<file path="config.mk">
export PLATFORM = sky130hd
export DESIGN_NAME = bin2bcd_seq
export DESIGN_NICKNAME = d
export VERILOG_FILES = /design/src/rtl/bin2bcd_seq.sv
export SDC_FILE = /design/constraint.sdc
export NUM_CORES = 1
export LEC_CHECK = 0
export CORE_MARGIN = 3
export CORE_UTILIZATION = 40
export DETAILED_ROUTE_END_ITERATION = 10
export PLACE_DENSITY = 0.63
export SLEW_MARGIN = 20
export SYNTH_ARGS = -nofsm -noshare
export SYNTH_HDL_FRONTEND = slang
export SYNTH_SLANG_ARGS = --single-unit
</file>
<file path="constraint.sdc">
create_clock -name clk -period 2.65 [get_ports clk]
set_input_delay 0.53 -clock clk [delete_from_list [all_inputs] [get_ports clk]]
set_output_delay 0.53 -clock clk [all_outputs]
set_load 0.01 [all_outputs]
</file>
<file path="src/rtl/bin2bcd_seq.sv">
// Sequential binary-to-BCD converter (shift-and-add-3, one bit per clock) with start/busy/done handshake.
// Define BIN2BCD_BLANK_EN to add the leading-zero blanking output `blank`.
module bin2bcd_seq #(
  parameter int WIDTH  = 16,
  parameter int DIGITS = 5
) (
  input  logic                clk,
  input  logic                reset,
  input  logic [WIDTH-1:0]    bin_in,
  input  logic                overflow_in,
  input  logic                start,
  output logic [4*DIGITS-1:0] bcd_out,
  output logic                overflow,
  output logic                busy,
  output logic                done
`ifdef BIN2BCD_BLANK_EN
  ,
  output logic [DIGITS-1:0]   blank
`endif
);

  localparam int BW = 4 * DIGITS;
  localparam int CW = $clog2(WIDTH + 1);

  typedef enum logic [1:0] {
    S_IDLE  = 2'd0,
    S_SHIFT = 2'd1,
    S_DONE  = 2'd2
  } state_t;

  state_t          r_state;
  state_t          w_next;
  logic            w_load;
  logic            w_shift;
  logic            w_commit;

  logic [WIDTH-1:0] r_sr;
  logic [BW-1:0]    r_scratch;
  logic [CW-1:0]    r_cnt;
  logic             r_pend;
  logic [BW-1:0]    r_bcd;
  logic             r_ovf;
  logic             r_done;
  logic [BW-1:0]    w_adj;
  logic [BW-1:0]    w_shifted;

  function automatic logic [3:0] add3(input logic [3:0] d);
    return (d >= 4'd5) ? (d + 4'd3) : d;
  endfunction

  function automatic logic [BW-1:0] adjust(input logic [BW-1:0] s);
    logic [BW-1:0] r;
    r = '0;
    for (int i = 0; i < DIGITS; i++) begin
      r[4*i +: 4] = add3(s[4*i +: 4]);
    end
    return r;
  endfunction

  // Correct every digit before the shift so a carry into the next digit lands as decimal.
  always_comb begin
    w_adj     = adjust(r_scratch);
    w_shifted = {w_adj[BW-2:0], r_sr[WIDTH-1]};
  end

  always_ff @(posedge clk) begin
    if (reset) begin
      r_state <= S_IDLE;
    end else begin
      r_state <= w_next;
    end
  end

  always_comb begin
    w_next   = r_state;
    w_load   = 1'b0;
    w_shift  = 1'b0;
    w_commit = 1'b0;
    case (r_state)
      S_IDLE: begin
        if (start) begin
          w_load = 1'b1;
          w_next = S_SHIFT;
        end
      end
      S_SHIFT: begin
        w_shift = 1'b1;
        if (r_cnt == CW'(1)) begin
          w_next = S_DONE;
        end
      end
      S_DONE: begin
        w_commit = 1'b1;
        w_next   = S_IDLE;
      end
      default: begin
        w_next = S_IDLE;
      end
    endcase
  end

`ifdef BIN2BCD_BLANK_EN
  logic [DIGITS-1:0] r_blank;
  logic [DIGITS-1:0] w_blank;
  logic              w_zrun;

  // A digit blanks only if it and every digit above it are zero; units always shown.
  always_comb begin
    w_blank = '0;
    w_zrun  = 1'b1;
    for (int i = DIGITS - 1; i >= 1; i--) begin
      w_zrun     = w_zrun & (r_scratch[4*i +: 4] == 4'd0);
      w_blank[i] = w_zrun;
    end
  end

  always_ff @(posedge clk) begin
    if (reset) begin
      r_blank <= {{(DIGITS-1){1'b1}}, 1'b0};
    end else if (w_commit) begin
      r_blank <= w_blank;
    end
  end

  assign blank = r_blank;
`endif

  always_ff @(posedge clk) begin
    if (reset) begin
      r_sr      <= '0;
      r_scratch <= '0;
      r_cnt     <= '0;
      r_pend    <= 1'b0;
      r_bcd     <= '0;
      r_ovf     <= 1'b0;
      r_done    <= 1'b0;
    end else begin
      r_done <= w_commit;
      if (w_load) begin
        r_sr      <= bin_in;
        r_pend    <= overflow_in;
        r_scratch <= '0;
        r_cnt     <= CW'(WIDTH);
      end
      if (w_shift) begin
        r_scratch <= w_shifted;
        r_sr      <= {r_sr[WIDTH-2:0], 1'b0};
        r_cnt     <= r_cnt - CW'(1);
      end
      if (w_commit) begin
        r_bcd <= r_scratch;
        r_ovf <= r_pend;
      end
    end
  end

  assign bcd_out  = r_bcd;
  assign overflow = r_ovf;
  assign done     = r_done;
  assign busy     = (r_state != S_IDLE);

endmodule

</file>
---- After elaboration in Yosys (flattened, before gate mapping) ----
Index checks and enable logic that the tools add are counted.
storage, ports and cells
  register bits ........................... 66
  bits in latches ......................... 0
  RAM bits ................................ 0
  memory bits (read-only) ................. 0
  input bits .............................. 20
  word-level logic and storage cells ...... 48
  memories kept ........................... 0
cells by class
  add/sub/neg operators ................... 6
  multiply operators ...................... 0
  divide/modulo/power cells ............... 0
  $lt $le $gt $ge ......................... 5
  eq/ne operators ......................... 5
  shifts and indexed selects .............. 0
  mux-type cells .......................... 18
  bitwise operators ....................... 0
  reduce and logical (&&, ||, !) cells .... 5
operators with widths
  cell                                                                                  count
  20-bit 2-to-1 mux                                                                     2
  16-bit 2-to-1 mux                                                                     2
  4-bit by 3-bit greater-or-equal comparator with 1-bit output (second input constant)  5
  4-bit by 2-bit adder with 4-bit output (second input constant)                        4
  4-bit 2-to-1 mux                                                                      4
  5-bit 2-to-1 mux                                                                      2
  5-bit by 1-bit equality test with 1-bit output (second input constant)                1
  5-bit by 1-bit subtractor with 5-bit output (second input constant)                   1
  1-bit 2-to-1 mux                                                                      4
  2-bit 2-to-1 mux                                                                      2
  2-bit inequality test (second input constant)                                         2
  2-bit one-hot mux with 2 select lines                                                 1
  2-bit nonzero test                                                                    2
  3-bit by 2-bit adder with 3-bit output (second input constant)                        1
  3-bit 2-to-1 mux                                                                      1
  2-bit by 1-bit equality test with 1-bit output (second input constant)                1
  2-bit equality test (second input constant)                                           1
  2-bit logical NOT                                                                     1
  2-bit AND reduction                                                                   1
  2-bit OR reduction                                                                    1

---- Logic depth before layout (Yosys ltp) ----
Gate-level depths: netlist of run 1.
  depth after elaboration ................. 4
  gate-level depth with buffers ........... 6
  mapped depth without buffers ............ 6

---- Worst setup path after synthesis of run 1 ----
No wires, ideal clock.
  path type ............................... in2reg
  start point ............................. input port reset
  end point ............................... register r_done (netlist: done)
  library setup time ...................... 0.128 ns
  arrival ................................. 1.277 ns
  setup slack ............................. 1.246 ns
  stages .................................. 4
  path through ............................ clkbuf_1 buf_2 clkbuf_1 nor2_1
RTL lines
  element               line  source
  from (decl)           8     input logic reset,
  to (signal assigned)  138   r_done <= w_commit;
  to (decl)             43    logic r_done;
No word-level cell between the ends.

---- Worst setup path in the final report of run 1 ----
  start point ............................. register r_state[0]
  end point ............................... output port busy
on the way
  cells in the longest elaborated chain, start to end .. 1
ends and longest elaborated chain
  element                 line  source
  from (decl)             31    state_t r_state;
  from (signal assigned)  70    r_state <= w_next;
  2-bit nonzero test      160   assign busy = (r_state != S_IDLE);
  to (decl)               14    output logic busy,
Every way passes these cells.

==> summary.txt, run 1 <==
status = complete, no violations
CTS resizes = 0
main area contributors after synthesis = dfxtp_1 (46%), a21oi_1 (8.8%), nand2_1 (7.9%), ha_1 (5.2%), a22oi_1 (3.9%)
Commonest cells post-synth = dfxtp_1 (66), nand2_1 (61), a21oi_1 (51), a22oi_1 (15)
post-CTS setup buffers = 0
antenna fix cells = 0
hold wc startpoint = r_scratch[17]
Total Routed Length = 5820 microns
global-route layer with the greatest usage = met2
initial antenna violation count = 0
Gate Count Post-Synth = 325
Worst Hold End = bcd_out[17]
data arrival time of the worst path = 1530 ps
fillcell total = 682
Async S/R FF share, synth = 0
RSZ-0062 raised after global routing = false
Hold WC Path Type = reg -> reg
most common cell in the netlist = dfxtp_1
CTS hold repair buffers = 0
Seq/Total Area, Yosys = 0.458
Clk Latency, worst-skew pair = 330 ps
Leak = 1.28 nW
Synth Net Count = 357
Clock Tree Buf Depth = 2
mux cell area share after synthesis = 0.0351
drt pass-1 iters = 4
Final Cell Area = 3550 sq um
WP data required = 2120 ps
R2R Path Start = r_state[0]
Mapped Avg Cell Area = 8.88 sq um
largest area contributor in the netlist = dfxtp_1
Reg2Reg Capture Point = r_scratch[15]
CP endpoint kind = output port
Final Max Slew Viols = 0
Rel. slew slack = 0.463
PortBufs = 42
final hold vios = 0
Worst path max stage delay = 530 ps
vias in the first global route = 2,277
Area after DPL = 3340 sq um
XOR/XNOR Fraction of Synth Area = 0.0121
# nets final = 395
PD cells = 606 nW/um^2
Netlist cell types = 40
H-tree depth = 3
Seq cells post-synth = 66
post-synth top area share = 0.458
Post-Synth Simple-Gate Area = 0.173
maximum capacitance violations = 0
Period minus WS final = 2060 ps
prevailing post-synth register cell = dfxtp_1
largest family of logic cells by synthesized area = compound AO/OA/AOI/OAI gates
worst-case clock skew = 8.73 ps
pin count of the biggest net entering global routing = 29
CTS buffer count = 9
Site Rows = 30
Cell Chain, Critical Path = or2_2 -> clkdlybuf4s50_1
met1 GRT Util = 0.183
CTS tree = yes
Layout area overhead = 23.2%
DP Cell Count = 448
setup TNS = 0 ps
initial DRC count = 109
post-synthesis adder-cell area fraction = 0.0520
grt met2 use = 0.244
global-route wire length before repair = 10,200 microns
number of synthesized flops with an enable pin = 0
CTS clock-pin slew for the worst setup and hold paths = 70 ps
post-route ant nets = 0
critical path launch point type = flop
Hold Slack = 451 ps
layout cells sized above 1 = 0.0763
via count of the routed design = 2,376
synth warn = 0
Final Util = 0.515
post-synthesis compound-gate area fraction = 0.209
root buffer cell = clkbuf_8
cell count of the worst hold path = 2
vias per inst = 5.13
Cell Count, Final, Fillers Out = 463
# clock sinks = 66
Critical-path top delay cell = clkdlybuf4s50_1
M3 GR Usage = 0.0522
DRC = 0
post-DR wirelength/cell = 12.6 microns
synthesized cell area = 2890 sq um
CP Max Fanout = 8
IO Count = 43
Max VDD drop = 339 uV
GP Congestion = 0.794
hpwl dp = 3990 microns
fin crit share = 0.778
Reg2Reg Setup Slack = 910 ps
total track usage = 0.148
CP Class = reg -> out
R2R cell count = 4
Starting Density = 0.418
Least-Margin Pin Slew = 806 ps
die width = 90.9 microns
GR Overflow Total = 0
Die H = 90.9 microns
setup violators final = 0
die area = 8270 sq um
fmax = 485 MHz
CORE AREA = 6910 sq um
flip-flops by register name, summed over array words and instances, names as in the netlist:
register,count
r_sr,16
r_cnt,5
r_state,2
done,1
r_scratch,20
overflow,1
r_pend,1
bcd_out,20
routing by layer:
layer / vias to the layer above / part of all wire
li1: 1219 / -
met1: 1113 / 0.49
met2: 39 / 0.47
met3: 5 / 0.036
met4: 0 / 0.0082
met5: - / 0
kinds of logic after synthesis:
kind of cell / after synthesis
fa+ha+maj: 12
compound gates: 95
flops: 66
simple gates: 105
xor+xnor: 4
mux: 10
buf+inv: 33
report_power, final:
| part | internal (mW) | switching (mW) |
|---|---|---|
| Sequential | 1.02 | 0.0196 |
| Combinational | 0.0808 | 0.103 |
| Clock | 0.577 | 0.353 |
layout make-up:
type	count	area, sq um	share of cell area
Clock inverter	2	60.1	0.0169
Sequential cell	66	1320	0.372
Timing Repair Buffer	48	460	0.130
Inverter	12	45.0	0.0127
Tap cell	96	120	0.0338
Clock buffer	13	159	0.0447
Multi-Input combinational cell	226	1390	0.391
how the worst max path moves through the flow:
stage / startpoint / to / slack, ps
floorplan: reset / done / 1250
global placement: start / r_scratch[10] / 680
detailed placement: start / r_scratch[18] / 590
CTS: r_state[1] / busy / 570
global route: r_state[1] / busy / 520
finish: r_state[0] / busy / 590
layout by cell type (no fill, tap or decap), types with 3 or more instances in the layout:
| cell | instances |
|---|---|
| clkdlybuf4s50_1 | 41 |
| o22ai_1 | 3 |
| a22o_1 | 5 |
| a21oi_1 | 51 |
| mux2i_1 | 9 |
| dfxtp_1 | 66 |
| a22oi_1 | 15 |
| nand3_1 | 3 |
| inv_1 | 12 |
| nor2_1 | 9 |
| ha_1 | 12 |
| buf_4 | 6 |
| o21ai_0 | 8 |
| o41ai_1 | 3 |
| nand2b_1 | 8 |
| nand2_1 | 61 |
| nor3_1 | 12 |
| clkbuf_8 | 11 |
critical path, delay by kind of cell (launching register included):
kind,cells,cell delay (ps)
DFF,1,500
buffers and inverters,1,530
and+or+nand+nor,1,170
per-stage QoR:
stage	worst slack, ps	power (mW)
2_1_floorplan	1250	1.19
3_3_place_gp	682	1.24
3_5_place_dp	590	1.25
4_1_cts	568	2.18
5_1_grt	517	2.26
6_report	588	2.15
Power figures use the tool's default switching activity.
==> run 2: changes to the inputs <==
clock period = 2 ns   (was 2.65 ns; I/O delays follow)
==> run 2 against run 1 <==
  * Combinational power rose by 34%
  * Final cell count rose by 0.43%
  * Clock power rose by 32%
==> summary.txt, run 2 (synthesized netlist as in run 1, its figures left out) <==
H-tree depth = 3 (unchanged)
die width = 90.9 microns (unchanged)
Starting Density = 0.418 (unchanged)
initial antenna violation count = 0 (unchanged)
CTS tree = yes
post-route ant nets = 0 (unchanged)
Worst path max stage delay = 480 ps (-50 ps)
initial DRC count = 129 (+18%)
setup TNS = 0 ps (unchanged)
IO Count = 43 (unchanged)
root buffer cell = clkbuf_8
worst path bufs/invs = 1 (unchanged)
Die H = 90.9 microns (unchanged)
PD cells = 799 nW/um^2 (+32%)
Leak = 1.29 nW (+0.71%)
GR Overflow Total = 0 (unchanged)
Psw = 0.664 mW (+39%)
Clk Latency, worst-skew pair = 340 ps (about the same)
Rel. slew slack = 0.618 (+0.156)
RSZ-0062 raised after global routing = false
CTS buffer count = 9 (unchanged)
Cell Chain, Critical Path = or2_2 -> clkdlybuf4s50_1
layout cells sized above 1 = 0.0894 (+0.0131)
drt pass-1 iters = 6 (+2)
Net Sw Frac = 0.232 (+0.0112)
GP Congestion = 0.750 (-5.5%)
# clock sinks = 66 (unchanged)
multi-input combinational cell area = 1390 sq um (unchanged)
Site Rows = 30 (unchanged)
CORE AREA = 6910 sq um (unchanged)
pre-CTS setup slack = 196 ps (-394 ps)
CP endpoint kind = output port
fillcell total = 687 (+0.73%)
grt met2 use = 0.248 (+0.00429)
Critical-path top delay cell = clkdlybuf4s50_1
maximum capacitance violations = 0 (unchanged)
crit-path leading delay family = buffers and inverters
Hold WC Path Type = in -> reg
CP Max Fanout = 8 (unchanged)
# nets final = 396 (+0.25%)
met1 GRT Util = 0.196 (+0.0136)
setup violators final = 0 (unchanged)
Least-Margin Pin Slew = 568 ps (-238 ps)
global-route layer with the greatest usage = met2
WP data required = 1600 ps (-520 ps)
Max VDD drop = 381 uV (+12%)
via count of the routed design = 2,362 (-0.59%)
Period minus WS final = 1890 ps
Register Area = 1320 sq um (+0.19%)
status = complete, no violations
commonest non-fill, non-tap cell in the layout = dfxtp_1
DRC = 0 (unchanged)
critical path launch point type = flop
fin crit share = 0.945
hpwl dp = 3950 microns (-0.97%)
sequential power share = 0.482 (about the same)
worst-case clock skew = 4.97 ps (-3.76 ps)
post-CTS setup buffers = 0 (unchanged)
CTS hold repair buffers = 0 (unchanged)
fmax = 529 MHz
Clock Tree Buf Depth = 2 (unchanged)
Final Max Slew Viols = 0 (unchanged)
M3 GR Usage = 0.0356 (-0.0166)
PortBufs = 42 (unchanged)
antenna fix cells = 0 (unchanged)
die area = 8270 sq um (unchanged)
CTS clock-pin slew for the worst setup and hold paths = 70 ps (about the same)
Layout area overhead = 24.0%
total track usage = 0.153 (+0.00490)
vias in the first global route = 2,260 (-0.75%)
setup ws final = 110 ps (-478 ps)
post-DR wirelength/cell = 12.7 microns (+0.90%)
internal power = 2.19 mW (+31%)
Total Routed Length = 5900 microns (+1.3%)
most frequent cells in the layout = dfxtp_1 (64), nand2_1 (61), a21oi_1 (51)
clock power share = 0.432 (about the same)
Gate power share = 0.086 (about the same)
final hold vios = 0 (unchanged)
pin count of the biggest net entering global routing = 36 (+24%)
global-route wire length before repair = 10,400 microns (+2.2%)
CP Class = reg -> out
data arrival time of the worst path = 1490 ps (-40 ps)
vias per inst = 5.08 (-1.0%)
-- run 2: cell types whose count changed in the layout (fill, tap and decap cells not counted) --
| cell | before | now |
|---|---|---|
| dfxtp_1 | 66 | 64 |
| clkinv_2 | 0 | 2 |
| buf_12 | 0 | 1 |
| clkbuf_8 | 11 | 10 |
| clkbuf_1 | 2 | 1 |
| clkinvlp_4 | 0 | 1 |
| dfxtp_2 | 0 | 2 |
-- run 2: worst register-to-register path: cells and delay by family (launching register included) --
family,cells,cell delay (ps)
AO/OA/AOI/OAI,2,520
flip-flops,1,380
multiplexers,1,140
AND/OR/NAND/NOR,1,70
buffers and inverters,1,110
adder cells (fa/ha/maj),1,200
-- run 2: per-layer routing --
layer  vias to the layer above  part of all wire
met1                      1082              0.49
li1                       1222                 -
met2                        48              0.45
met3                        10             0.038
met4                         0             0.016
met5                         -                 0
-- run 2: power groups by stage --
stage          logic [mW]  clock network [mW]  registers, mW
6_report            0.247                1.23           1.38
5_1_grt             0.277                1.33           1.38
4_1_cts             0.249                1.25           1.38
2_1_floorplan       0.178                   0           1.40
3_3_place_gp        0.246                   0           1.41
3_5_place_dp        0.249                   0           1.41
-- run 2: area by class of cell --
type,instances,share of cell area
clock buffers,11,0.0395
clock inverters,5,0.0217
inverters,12,0.0126
multi-input cells,226,0.388
flip-flops and latches,66,0.370
well taps,96,0.0336
repair buffers,49,0.134
-- run 2: repair_timing --
item                                    4_1_cts  5_1_grt
endpoints found under the setup margin        0        1
gates resized for setup                       0        2
endpoints found under the hold margin         0        0
-- run 2: path summary, 6_finish.rpt --
kind | to | slack [ps] | start | cells after the start
worst max register to register | r_scratch[10] | 480 | r_scratch[8] | 6
worst max-delay path | busy | 110 | r_state[1] | 2
worst min-delay path | r_cnt[2] | 390 | reset | 2
worst min register to register | bcd_out[1] | 450 | bcd_out[1] | 2
-- run 2: stage by stage --
step | hold WS, ps | cell area (sq um) | instances | power [mW] | util
CTS | 384 | 3570 | 465 | 2.88 | 0.518
detailed placement | 446 | 3360 | 449 | 1.66 | 0.486
floorplan | 425 | 2890 | 325 | 1.58 | -
global route | 403 | 3580 | 465 | 2.98 | 0.518
finish | 388 | 3580 | 465 | 2.86 | 0.518
global placement | 443 | 3360 | 449 | 1.65 | 0.486
==> run 3: changes to the inputs <==
CORE_ASPECT_RATIO = 1.2   (was default)
HOLD_SLACK_MARGIN = 0.15   (was default)
==> run 3 against run 2 <==
  * Sequential share of layout area is essentially flat
  * Register-to-register slack got worse by 50 ps
  * Final cell count decreased by 1.3%
  * Hold slack better by 7.6 ps
  * Fmax grew 0.18%
  * Clock skew down 0.53 ps
  * Clock power barely moved
  * First-iteration DRC count down 30%
  * Utilization is 0.24 points lower
  * Sequential power barely moved
  * Power is essentially flat
  * Flip-flop and latch count unchanged
  * Critical endpoint unchanged
  * Highest routed layer unchanged
==> summary.txt, run 3 (synthesized netlist as in run 1, its figures left out) <==
status = complete, no violations
PortBufs = 42 (unchanged)
fin crit share = 0.943 (-0.00165)
GP Congestion = 0.833 (+11%)
Layout area overhead = 23.9% (about the same)
CP endpoint kind = output port
hpwl dp = 4110 microns (+3.9%)
most frequent cells in the layout = dfxtp_1 (64), nand2_1 (61), a21oi_1 (51)
Reg2Reg Setup Slack = 430 ps (-50 ps)
critical path launch point type = flop
post-route ant nets = 0 (unchanged)
CTS buffer count = 9 (unchanged)
root buffer cell = clkbuf_8
vias in the first global route = 2,232 (-1.2%)
R2R cell count = 6 (unchanged)
Total Routed Length = 6020 microns (+1.9%)
worst-case clock skew = 4.44 ps (-0.526 ps)
Reg2Reg Capture Point = r_scratch[10]
setup violators final = 0 (unchanged)
Gate power share = 0.087 (about the same)
Net Sw Frac = 0.232 (-0.000754)
# clock sinks = 66 (unchanged)
Final Util = 0.516 (-0.00242)
GR Overflow Total = 0 (unchanged)
Psw = 0.661 mW (-0.40%)
sequential power share = 0.483 (about the same)
Area after DPL = 3350 sq um (about the same)
drt pass-1 iters = 4 (-2)
# nets final = 399 (+0.76%)
Final Cell Area = 3580 sq um (about the same)
pin count of the biggest net entering global routing = 24 (-33%)
initial DRC count = 90 (-30%)
Final Max Slew Viols = 0 (unchanged)
post-DR wirelength/cell = 13.1 microns (+3.3%)
CTS hold repair buffers = 0 (unchanged)
DP Cell Count = 443 (-1.3%)
Site Rows = 33 (+10%)
setup TNS = 0 ps (unchanged)
global-route wire length before repair = 10,100 microns (-3.1%)
layout cells sized above 1 = 0.0968 (+0.00734)
Least-Margin Pin Slew = 617 ps (+49.2 ps)
CORE AREA = 6940 sq um (+0.43%)
final hold vios = 0 (unchanged)
post-CTS setup buffers = 0 (unchanged)
hold wc startpoint = reset
Setup crit start = r_state[1]
cell count of the worst hold path = 2 (unchanged)
Period minus WS final = 1890 ps (-3.30 ps)
clock power share = 0.430 (-0.002)
Rel. slew slack = 0.585 (-0.0330)
fmax = 530 MHz (+0.18%)
Hold WC Path Type = in -> reg
Die H = 99.0 microns (+8.9%)
Max VDD drop = 444 uV (+16%)
Leak = 1.30 nW (+0.86%)
Clock Tree Buf Depth = 2 (unchanged)
commonest non-fill, non-tap cell in the layout = dfxtp_1
total track usage = 0.151 (-0.00232)
Starting Density = 0.416 (-0.00181)
CP Max Fanout = 8 (unchanged)
IO Count = 43 (unchanged)
DRC = 0 (unchanged)
die area = 8270 sq um (about the same)
Hold Slack = 396 ps (+7.65 ps)
Cell Count, Final, Fillers Out = 459 (-1.3%)
CTS clock-pin slew for the worst setup and hold paths = 70 ps (about the same)
vias per inst = 5.17 (+1.9%)
via count of the routed design = 2,375 (+0.55%)
internal power = 2.19 mW (about the same)
RSZ-0062 raised after global routing = false
initial antenna violation count = 0 (unchanged)
data arrival time of the worst path = 1490 ps (about the same)
antenna fix cells = 0 (unchanged)
H-tree depth = 3 (unchanged)
die width = 83.5 microns (-8.1%)
R2R Path Start = r_scratch[9]
WP data required = 1600 ps (about the same)
PD cells = 798 nW/um^2 (about the same)
maximum capacitance violations = 0 (unchanged)
CTS tree = yes
CP Class = reg -> out
Clk Latency, worst-skew pair = 340 ps (about the same)
crit path to = busy
[run 3: power by group through the flow]
stage / Clock (mW) / Sequential [mW] / Combinational (mW)
3_5_place_dp: 0 / 1.41 / 0.249
6_report: 1.23 / 1.38 / 0.249
2_1_floorplan: 0 / 1.40 / 0.178
5_1_grt: 1.32 / 1.38 / 0.275
3_3_place_gp: 0 / 1.41 / 0.247
4_1_cts: 1.27 / 1.38 / 0.251
[run 3: timing repair]
item	CTS	global route
setup endpoints to repair	0	1
hold endpoints to repair	0	0
gates resized for setup	0	2
[run 3: layer usage]
| layer | up-vias | routed length [microns] | GRT usage |
|---|---|---|---|
| li1 | 1222 | - | - |
| met1 | 1082 | 2770 | 0.186 |
| met2 | 57 | 2800 | 0.240 |
| met3 | 14 | 311 | 0.0460 |
| met4 | 0 | 131 | 0.0730 |
| met5 | - | 0 | 0 |
[run 3: critical path, cell delays in order (launching register included)]
cell and delay (ps):
dfxtp_2 370, or2_2 300, clkdlybuf4s50_1 480
[run 3: final cells by class]
type	count	area, sq um
clock inverter	5	77.6
clock buffer	11	141
timing repair buffer	52	490
tap	87	109
sequential	66	1320
fill	686	3360
inverter	12	45.0
multi-input combinational	226	1390
[run 3: worst min path at each step]
stage                   end  slack (ps)
2_1_floorplan  r_scratch[0]         420
3_3_place_gp        r_sr[6]         440
3_5_place_dp       r_sr[13]         450
4_1_cts            r_cnt[0]         380
5_1_grt            r_cnt[0]         400
6_report           r_cnt[0]         400
[run 3: stage by stage]
step                      power, mW  setup WS, ps
after floorplan                1.58           642
after global placement         1.65           220
after detailed placement       1.66           186
after CTS                      2.90          20.1
after global routing           2.98          55.6
final                          2.86           113
